`config.mk`:
```
export PLATFORM = sky130hd
export DESIGN_NAME = bp_next_pc
export DESIGN_NICKNAME = d
export VERILOG_FILES = /design/src/rtl/bp_pkg.sv /design/src/rtl/bp_next_pc_ras.sv /design/src/rtl/bp_next_pc.sv
export SDC_FILE = /design/constraint.sdc
export NUM_CORES = 1
export LEC_CHECK = 0
export BUFFER_PORTS_ARGS = -buffer_cell sky130_fd_sc_hd__buf_2
export CAP_MARGIN = 5
export CORE_MARGIN = 4
export CORE_UTILIZATION = 55
export DETAILED_ROUTE_END_ITERATION = 7
export PLACE_DENSITY = 0.75
export SLEW_MARGIN = 20
export SYNTH_ARGS = -nofsm -noshare
export SYNTH_HDL_FRONTEND = slang
export SYNTH_SLANG_ARGS = --single-unit
```
`constraint.sdc`:
```
create_clock -name clk -period 6.26 [get_ports clk]
set_input_delay 0.626 -clock clk [delete_from_list [all_inputs] [get_ports clk]]
set_output_delay 0.626 -clock clk [all_outputs]
set_load 0.05 [all_outputs]
```
`src/rtl/bp_pkg.sv`:
```
`default_nettype none
// +----------------------------------------------------------------------------+
// | Module      : bp_pkg                                                       |
// | Description : Branch type and direction-counter encodings for bp_next_pc.  |
// | Revision    : 1.0  initial release                                         |
// +----------------------------------------------------------------------------+
package bp_pkg;

    typedef logic [1:0] br_type_t;

    localparam br_type_t BR_COND = 2'b00;
    localparam br_type_t BR_CALL = 2'b01;
    localparam br_type_t BR_RET  = 2'b10;
    localparam br_type_t BR_IND  = 2'b11;

    localparam logic [1:0] CTR_WNT = 2'b01;
    localparam logic [1:0] CTR_WT  = 2'b10;

    // Saturating 2-bit counter step, range 00..11.
    function automatic logic [1:0] ctr_next(input logic [1:0] ctr, input logic taken);
        if (taken) begin
            return (ctr == 2'b11) ? ctr : ctr + 2'd1;
        end
        return (ctr == 2'b00) ? ctr : ctr - 2'd1;
    endfunction

endpackage
`default_nettype wire

```
`src/rtl/bp_next_pc_ras.sv`:
```
`default_nettype none
// +----------------------------------------------------------------------------+
// | Module      : ras_stack                                                    |
// | Description : Circular return address stack with {count, ptr} checkpoint.  |
// | Revision    : 1.0  initial release                                         |
// +----------------------------------------------------------------------------+
module ras_stack #(
    parameter  int RAS_DEPTH = 8,
    localparam int PTRW      = $clog2(RAS_DEPTH),
    localparam int CNTW      = $clog2(RAS_DEPTH + 1)
) (
    input  logic                 clk,
    input  logic                 resetn,
    input  logic                 push,
    input  logic                 pop,
    input  logic [31:0]          push_addr,
    input  logic                 restore,
    input  logic [PTRW+CNTW-1:0] restore_ckpt,
    output logic [31:0]          top,
    output logic [PTRW+CNTW-1:0] ckpt,
    output logic                 empty
);
    import bp_pkg::*;

    localparam logic [CNTW-1:0] C_FULL = CNTW'(RAS_DEPTH);

    logic [PTRW-1:0] r_ptr;
    logic [CNTW-1:0] r_cnt;
    logic [31:0]     r_stack [RAS_DEPTH];
    logic [PTRW-1:0] w_ptr_inc;

    assign w_ptr_inc = r_ptr + PTRW'(1);
    assign top       = r_stack[r_ptr];
    assign ckpt      = {r_cnt, r_ptr};
    assign empty     = (r_cnt == '0);

    always_ff @(posedge clk) begin
        if (!resetn) begin
            r_ptr <= '0;
            r_cnt <= '0;
        end else if (restore) begin
            {r_cnt, r_ptr} <= restore_ckpt;
        end else if (push) begin
            // Pointer wraps freely, so a push on a full stack lands on the oldest entry.
            r_ptr <= w_ptr_inc;
            if (r_cnt != C_FULL) begin
                r_cnt <= r_cnt + CNTW'(1);
            end
        end else if (pop && !empty) begin
            r_ptr <= r_ptr - PTRW'(1);
            r_cnt <= r_cnt - CNTW'(1);
        end
    end

    always_ff @(posedge clk) begin
        if (resetn && !restore && push) begin
            r_stack[w_ptr_inc] <= push_addr;
        end
    end

endmodule
`default_nettype wire

```
`src/rtl/bp_next_pc.sv`:
```
`default_nettype none
// +----------------------------------------------------------------------------+
// | Module      : bp_next_pc                                                   |
// | Description : Direct-mapped BTB + checkpointable RAS next-fetch-PC unit.   |
// | Revision    : 1.0  initial release                                         |
// +----------------------------------------------------------------------------+
module bp_next_pc #(
    parameter  int BTB_ENTRIES = 16,
    parameter  int RAS_DEPTH   = 8,
    parameter  int FETCH_BYTES = 16,
    localparam int IDXW        = $clog2(BTB_ENTRIES),
    localparam int PTRW        = $clog2(RAS_DEPTH),
    localparam int CNTW        = $clog2(RAS_DEPTH + 1)
) (
    input  logic                 clk,
    input  logic                 resetn,
    input  logic                 fetch_valid,
    input  logic [31:0]          pc,
    output logic [31:0]          next_pc,
    output logic                 pred_hit,
    output logic                 pred_taken,
    output logic [1:0]           pred_type,
    output logic [PTRW+CNTW-1:0] ras_ckpt,
    input  logic                 upd_valid,
    input  logic [31:0]          upd_pc,
    input  logic                 upd_taken,
    input  logic [31:0]          upd_target,
    input  logic [1:0]           upd_type,
    input  logic                 redirect_valid,
    input  logic [31:0]          redirect_pc,
    input  logic [PTRW+CNTW-1:0] redirect_ras_ckpt
);
    import bp_pkg::*;

    localparam int TAGW = 32 - IDXW - 2;

    logic [BTB_ENTRIES-1:0] r_valid;
    logic [TAGW-1:0]        r_tag    [BTB_ENTRIES];
    logic [31:0]            r_target [BTB_ENTRIES];
    br_type_t               r_type   [BTB_ENTRIES];
    logic [1:0]             r_ctr    [BTB_ENTRIES];

    logic [IDXW-1:0] w_idx;
    logic [TAGW-1:0] w_tag;
    br_type_t        w_type;
    logic            w_push;
    logic            w_pop;
    logic [31:0]     w_ras_top;
    logic            w_ras_empty;

    logic [IDXW-1:0] w_u_idx;
    logic [TAGW-1:0] w_u_tag;
    logic            w_u_hit;
    logic            w_u_alloc;

    assign w_idx      = pc[IDXW+1:2];
    assign w_tag      = pc[31:IDXW+2];
    assign w_type     = r_type[w_idx];
    assign pred_type  = w_type;
    assign pred_hit   = fetch_valid & r_valid[w_idx] & (r_tag[w_idx] == w_tag);
    assign pred_taken = pred_hit & ((w_type != BR_COND) | r_ctr[w_idx][1]);

    assign w_push = pred_taken & (w_type == BR_CALL) & ~redirect_valid;
    assign w_pop  = pred_taken & (w_type == BR_RET) & ~redirect_valid & ~w_ras_empty;

    always_comb begin
        next_pc = pc + 32'(FETCH_BYTES);
        if (redirect_valid) begin
            next_pc = redirect_pc;
        end else if (pred_taken) begin
            next_pc = (w_type == BR_RET && !w_ras_empty) ? w_ras_top : r_target[w_idx];
        end
    end

    ras_stack #(
        .RAS_DEPTH (RAS_DEPTH)
    ) u_ras (
        .clk          (clk),
        .resetn       (resetn),
        .push         (w_push),
        .pop          (w_pop),
        .push_addr    (pc + 32'd4),
        .restore      (redirect_valid),
        .restore_ckpt (redirect_ras_ckpt),
        .top          (w_ras_top),
        .ckpt         (ras_ckpt),
        .empty        (w_ras_empty)
    );

    assign w_u_idx   = upd_pc[IDXW+1:2];
    assign w_u_tag   = upd_pc[31:IDXW+2];
    assign w_u_hit   = r_valid[w_u_idx] & (r_tag[w_u_idx] == w_u_tag);
    assign w_u_alloc = ~w_u_hit & (upd_taken | (upd_type != BR_COND));

    always_ff @(posedge clk) begin
        if (!resetn) begin
            r_valid <= '0;
            for (int i = 0; i < BTB_ENTRIES; i++) begin
                r_ctr[i] <= CTR_WNT;
            end
        end else if (upd_valid) begin
            if (w_u_hit) begin
                r_ctr[w_u_idx] <= ctr_next(r_ctr[w_u_idx], upd_taken);
            end else if (w_u_alloc) begin
                r_valid[w_u_idx] <= 1'b1;
                r_ctr[w_u_idx]   <= upd_taken ? CTR_WT : CTR_WNT;
            end
        end
    end

    // Payload fields carry no reset; they are only meaningful behind a set valid bit.
    always_ff @(posedge clk) begin
        if (resetn && upd_valid && (w_u_alloc || (w_u_hit && upd_taken))) begin
            r_tag[w_u_idx]    <= w_u_tag;
            r_target[w_u_idx] <= upd_target;
            r_type[w_u_idx]   <= upd_type;
        end
    end

endmodule
`default_nettype wire
```
Yosys cells after proc, flatten, opt, wreduce, memory -nomap -nowiden. Memories as Yosys holds them, arrays and structs flattened. A register that Yosys moved wholly into a read port is not among the register bits. Cells that the tools add are included.

Register bits: 23. Output and inout port bits: 43. Memories: 5. Memory bits (writable): 1248.

Memory list: r_target (depth 16, bits a word 32, rd ports 1, clocked after memory_dff 0, write ports 1, line bp_next_pc.sv:39) `logic [31:0] r_target [BTB_ENTRIES];`; r_tag (depth 16, bits a word 26, rd ports 2, clocked after memory_dff 0, write ports 1, line bp_next_pc.sv:38) `logic [TAGW-1:0] r_tag [BTB_ENTRIES];`; u_ras.r_stack (depth 8, bits a word 32, rd ports 1, clocked after memory_dff 1, write ports 1, line bp_next_pc_ras.sv:29) `logic [31:0] r_stack [RAS_DEPTH];`; r_ctr (depth 16, bits a word 2, rd ports 2, clocked after memory_dff 0, write ports 16, line bp_next_pc.sv:41) `logic [1:0] r_ctr [BTB_ENTRIES];`; r_type (depth 16, bits a word 2, rd ports 1, clocked after memory_dff 0, write ports 1, line bp_next_pc.sv:40) `br_type_t r_type [BTB_ENTRIES];`.

Bitwise operators: 17. Magnitude comparators: 3. Multiplexer cells: 48. Add/subtract/negate cells: 8. Eq/ne operators: 7. Reduce and logical (&&, ||, !) cells: 19.

Operator list (count): $mux 32 (3); $eq 26x26->1 (2); $add 32x3->32 const B (1); $add 32x5->32 const B (1); $mux 1 (22); $mux 2 (10); $mux 4 (5); $or 16x16->16 (1); $mux 3 (5); $and 1x1->1 (10); $lt 4x5->1 const B (2); $bmux 1 s4 (2); $logic_and 1x1->1 (8); $add 4x1->4 const B (1); $demux 1 s4 (1); $eq 2x2->1 const B (2); $ge 4x1->1 const B (1); $logic_not 4->1 (1); $ne 4x4->1 const B (1); $reduce_bool 2->1 (2); $sub 4x1->4 const B (1); $add 3x1->3 const B (1); $ne 3x3->1 const B (1); $not 1->1 (3); other kinds (12) (15).

Depth between registers and ports, before layout.
Word-level depth: 14. Mapped depth: 21. Mapped depth without buffers: 15.

Hierarchy. A second synthesis with hierarchy kept.

Cell total of the unflattened synthesis: 2801. Area, all modules: 55754.7 µm².

By module, submodules not included: bp_next_pc (cells an instance 2350, area an instance 45334.7 µm², instances 1); ras_stack (cells an instance 451, area an instance 10420.0 µm², instances 1).

Least setup slack after synthesis. Ideal clock, no wire load.

Kind: input -> register. Start point: in pc[2]. End point: mem u_ras.r_stack[7][0] (enable). Stages: 12. Buffers on the path: 4. Arrival: 5611 ps. Path slack: 228 ps. Library setup time: 421 ps. Path through: buf_4 -> buf_4 -> buf_4 -> buf_2 -> mux4_2 -> xor2_1 -> a32oi_1 -> o211ai_1 -> or4_4 -> nor3_2 -> nand4_1 -> nor2_1.

Longest elaborated chain between the ends: 10. Elaborated cells between the ends (all ways): 17. Classes of those cells: eq/ne: 2; mux: 4; bitwise: 6; reduce/logical: 2; memory: 3.

Ends and longest elaborated chain: from (decl) (line bp_next_pc.sv:18) `input logic [31:0] pc,`; branches (longest 3 deep; another with $mem_v2 16x26); $and 1x1->1 (*) (line bp_next_pc.sv:60) `assign pred_hit = fetch_valid & r_valid[w_idx] & (r_tag[w_idx] == w_tag);`; net pred_hit (line bp_next_pc.sv:20) `output logic pred_hit,`; $and 1x1->1 (*) (line bp_next_pc.sv:61) `assign pred_taken = pred_hit & ((w_type != BR_COND) | r_ctr[w_idx][1]);`; $and 1x1->1 (*) (2 in series) (line bp_next_pc.sv:63) `assign w_push = pred_taken & (w_type == BR_CALL) & ~redirect_valid;`; $logic_and 1x1->1 (*) (line bp_next_pc_ras.sv:56) `if (resetn && !restore && push) begin`; $mux 1 (*) (line bp_next_pc_ras.sv:56); $mux 1 (implied by the code) (*) (line bp_next_pc_ras.sv:57) `r_stack[w_ptr_inc] <= push_addr;`; to (decl) (line bp_next_pc_ras.sv:29).

Mark *: on every way through the listed nets, which the timed path passes. The select of a mux whose other input is x is not followed.

Worst setup path after layout.
Start point: in pc[2]. End point: out next_pc[3].

Longest elaborated chain between the ends: 7. Elaborated cells between the ends (all ways): 18. Classes of those cells: add/sub: 1; eq/ne: 2; mux: 5; bitwise: 4; reduce/logical: 2; memory: 4.

Ends and longest elaborated chain: branches (longest 5 deep; another with $mem_v2 16x26); $mux 32 (*) (line bp_next_pc.sv:70) `end else if (pred_taken) begin`; $mux 32 (*) (line bp_next_pc.sv:68) `if (redirect_valid) begin`; to (decl) (line bp_next_pc.sv:19) `output logic [31:0] next_pc,`.

Every way passes the cells marked *. The select of a mux whose other input is x is not followed.

==> results.json <==
{
  "hp-class": "input port to register",
  "worst_pin_slew_ns": 1.10,
  "cts_tree": "done",
  "area.growth.synth_to_final_pct": 12.6,
  "drive_gt1_frac": 0.307,
  "crit_type": "input port to primary output",
  "grt_pass1_vias": 32000,
  "cp_max_fo": 35,
  "synth_edf_count": 1248,
  "finClkSkew_ns": 0.0280,
  "wl_per_cell_um": 33.7,
  "ctsResizeCount": 0,
  "rrSetupSlack_ns": 1.62,
  "ant_nets": 0,
  "final_util": 0.626,
  "clockPowerShare": 0.407,
  "ys_types": 80,
  "sw_frac_of_total": 0.226,
  "die_h_um": 327,
  "hold_violations": 0,
  "peakVddDrop_mv": 0.240,
  "leakage_nw": 20.0,
  "via_per_inst": 6.92,
  "intPower_w": 0.0145,
  "synth_area_sq_mm": 0.0559,
  "yosysWarningCount": 0,
  "seq_area_sq_mm": 0.0380,
  "coreArea_sq_mm": 0.100,
  "drv_slew": 0,
  "status": "completed",
  "gp_congestion": 0.974,
  "drtPass1Iterations": 8,
  "cts_setup_buffers": 0,
  "rsz0062_at_grt": "no",
  "fillCellCount": 6740,
  "die-area_sq_mm": 0.107,
  "async_reset_ff_frac": 0,
  "p_comb_frac": 0.083,
  "ys_top_cells_by_area": "edfxtp_1 67%, mux4_2 18%, mux2i_1 3.1%, xnor2_1 1.2%, dfxtp_1 0.93%",
  "route.detailed.drc": 0,
  "synth_seq_cells": 1274,
  "numClockSinks": 1274,
  "numCtsBuffers": 130,
  "cts_buffer_depth": 3,
  "grt-ovfl-total": 0,
  "critPathCaptureType": "primary output",
  "synth_top_area_frac": 0.671,
  "track_usage": 0.288,
  "hpwl_mm": 90.4,
  "finalSetupViolCount": 0,
  "switching_power_w": 0.00422,
  "via_count": 31400,
  "synthFlopType": "edfxtp_1",
  "initial_core_util": 0.556,
  "synthCells": 2868,
  "max_slew_margin": 0.265,
  "most-common-layout-cells": "1248 x edfxtp_1, 456 x mux4_2, 177 x buf_2",
  "grt_pass1_wl_mm": 222,
  "synth.avg_cell_area_sq_um": 19.5,
  "finalWirelength_mm": 153,
  "power-per-cell-area_mw_per_mm2": 297,
  "layout_min_cycle_time_ns": 5.70,
  "grt_max_degree": 83,
  "synthesis.nets": 3018,
  "timing.final.crit_share": 0.911,
  "ios": 186,
  "multiInputGateArea_sq_mm": 0.0170,
  "yosysTopAreaCell": "edfxtp_1",
  "die_w_um": 327,
  "fmax_ghz": 0.175,
  "numPortBuffers": 183,
  "final_nets": 3228,
  "cts_root_buf": "clkbuf_16",
  "drtIter0Drc": 4450,
  "clock_latency_ns": 0.74,
  "ys_seq_area_frac": 0.680,
  "setup_tns_ns": 0,
  "num_rows": 116,
  "final_common_cell": "edfxtp_1",
  "cts_max_level": 4,
  "cp-start-kind": "input port",
  "cap_violations": 0,
  "cp.arrival_ns": 5.08,
  "required_ns": 5.63,
  "ctsHoldBuffers": 0,
  "clk_pin_slew_ns": 0.06,
  "antenna_found_initial": 26,
  "power_frac_seq": 0.510
}
power by group through the flow:
| stage | clock (W) | combinational, W | sequential (W) |
|---|---|---|---|
| floorplan | 0 | 0.000975 | 0.00970 |
| global placement | 0 | 0.00149 | 0.00970 |
| detailed placement | 0 | 0.00152 | 0.00971 |
| CTS | 0.00769 | 0.00153 | 0.00953 |
| finish | 0.00762 | 0.00155 | 0.00953 |
| global route | 0.00808 | 0.00163 | 0.00954 |
cell usage after synthesis, drive strengths merged (4+ instances only):
| master | number |
|---|---|
| edfxtp | 1248 |
| mux4 | 456 |
| mux2i | 173 |
| nand2 | 122 |
| buf | 109 |
| nor2 | 90 |
| clkbuf | 87 |
| xnor2 | 76 |
| o21ai | 61 |
| a21oi | 41 |
| nor3 | 37 |
| xor2 | 34 |
| nand3 | 29 |
| dfxtp | 26 |
| nand4 | 22 |
| a22oi | 19 |
| nor2b | 19 |
| o41ai | 19 |
| or3b | 16 |
| inv | 15 |
| mux2 | 15 |
| and3 | 13 |
| nor4 | 11 |
| and2 | 7 |
| nand2b | 7 |
| or4 | 7 |
| a31oi | 6 |
| ha | 6 |
| nand3b | 6 |
| or2 | 6 |
| a211oi | 5 |
| a311oi | 5 |
| nor3b | 5 |
| o211ai | 5 |
| a21o | 4 |
| a221oi | 4 |
| o221ai | 4 |
| o22ai | 4 |
cell families (layout without fill, tap and decap cells):
logic type	Yosys count	count (layout)	share of synthesized area
simple gates	407	407	0.0369
buf+inv	211	520	0.0202
xor+xnor	110	110	0.0172
compound gates	215	215	0.0262
other cells	0	13	0
fa+ha+maj	7	7	0.00170
flops	1274	1274	0.680
mux	644	644	0.218
final cells by class:
type	count	share of cell area
sequential	1274	0.604
multi-input combinational	1383	0.270
clock buffer	160	0.0553
timing repair buffer	274	0.0317
tap	1357	0.0270
clock inverter	71	0.0109
inverter	15	0.000935
antenna	13	0.000517
through the flow:
step / cell area [sq um] / cells / hold slack (ns) / total power [W] / setup WS, ns
6_report: 62900 / 4547 / 0.169 / 0.0187 / 0.558
3_3_place_gp: 58700 / 4303 / 0.446 / 0.0112 / 0.615
2_1_floorplan: 55900 / 2868 / 0.431 / 0.0107 / 0.228
3_5_place_dp: 58700 / 4303 / 0.457 / 0.0112 / 0.554
4_1_cts: 62900 / 4534 / 0.135 / 0.0188 / 0.640
5_1_grt: 62900 / 4541 / 0.165 / 0.0192 / 0.422
registers in the layout, indices dropped and copies added (netlist names), named ones only:
register	cells
r_valid	16
u_ras.r_ptr	3
r_target	512
r_tag	416
u_ras.r_stack	256
u_ras.r_cnt	4
r_ctr	32
r_type	32
metal layers:
layer | wire, um | share of wire | GRT usage
met5 | 67 | 0.00044 | 0
met4 | 6340 | 0.041 | 0.118
met3 | 17400 | 0.11 | 0.0712
met2 | 74100 | 0.48 | 0.456
met1 | 55400 | 0.36 | 0.390
path summary, 6_finish.rpt:
path,start,end,depth (start not counted)
min,redirect_ras_ckpt[4],u_ras.r_cnt[1],2
max reg2reg,r_tag[8][19],u_ras.r_cnt[3],15
min reg2reg,r_valid[0],r_valid[0],2
max,pc[2],next_pc[3],14
worst max-delay path: stages:
cell	delay (ns)
buf_8	0.40
buf_4	0.36
buf_4	0.30
mux4_2	0.53
mux2i_1	0.45
xor2_1	0.20
a22o_1	0.17
nand3_1	0.06
or4_1	0.51
nor4_4	0.22
buf_12	0.29
mux2i_1	0.40
o21ai_0	0.19
buf_2	0.28
(Power assumes the default switching activity.)
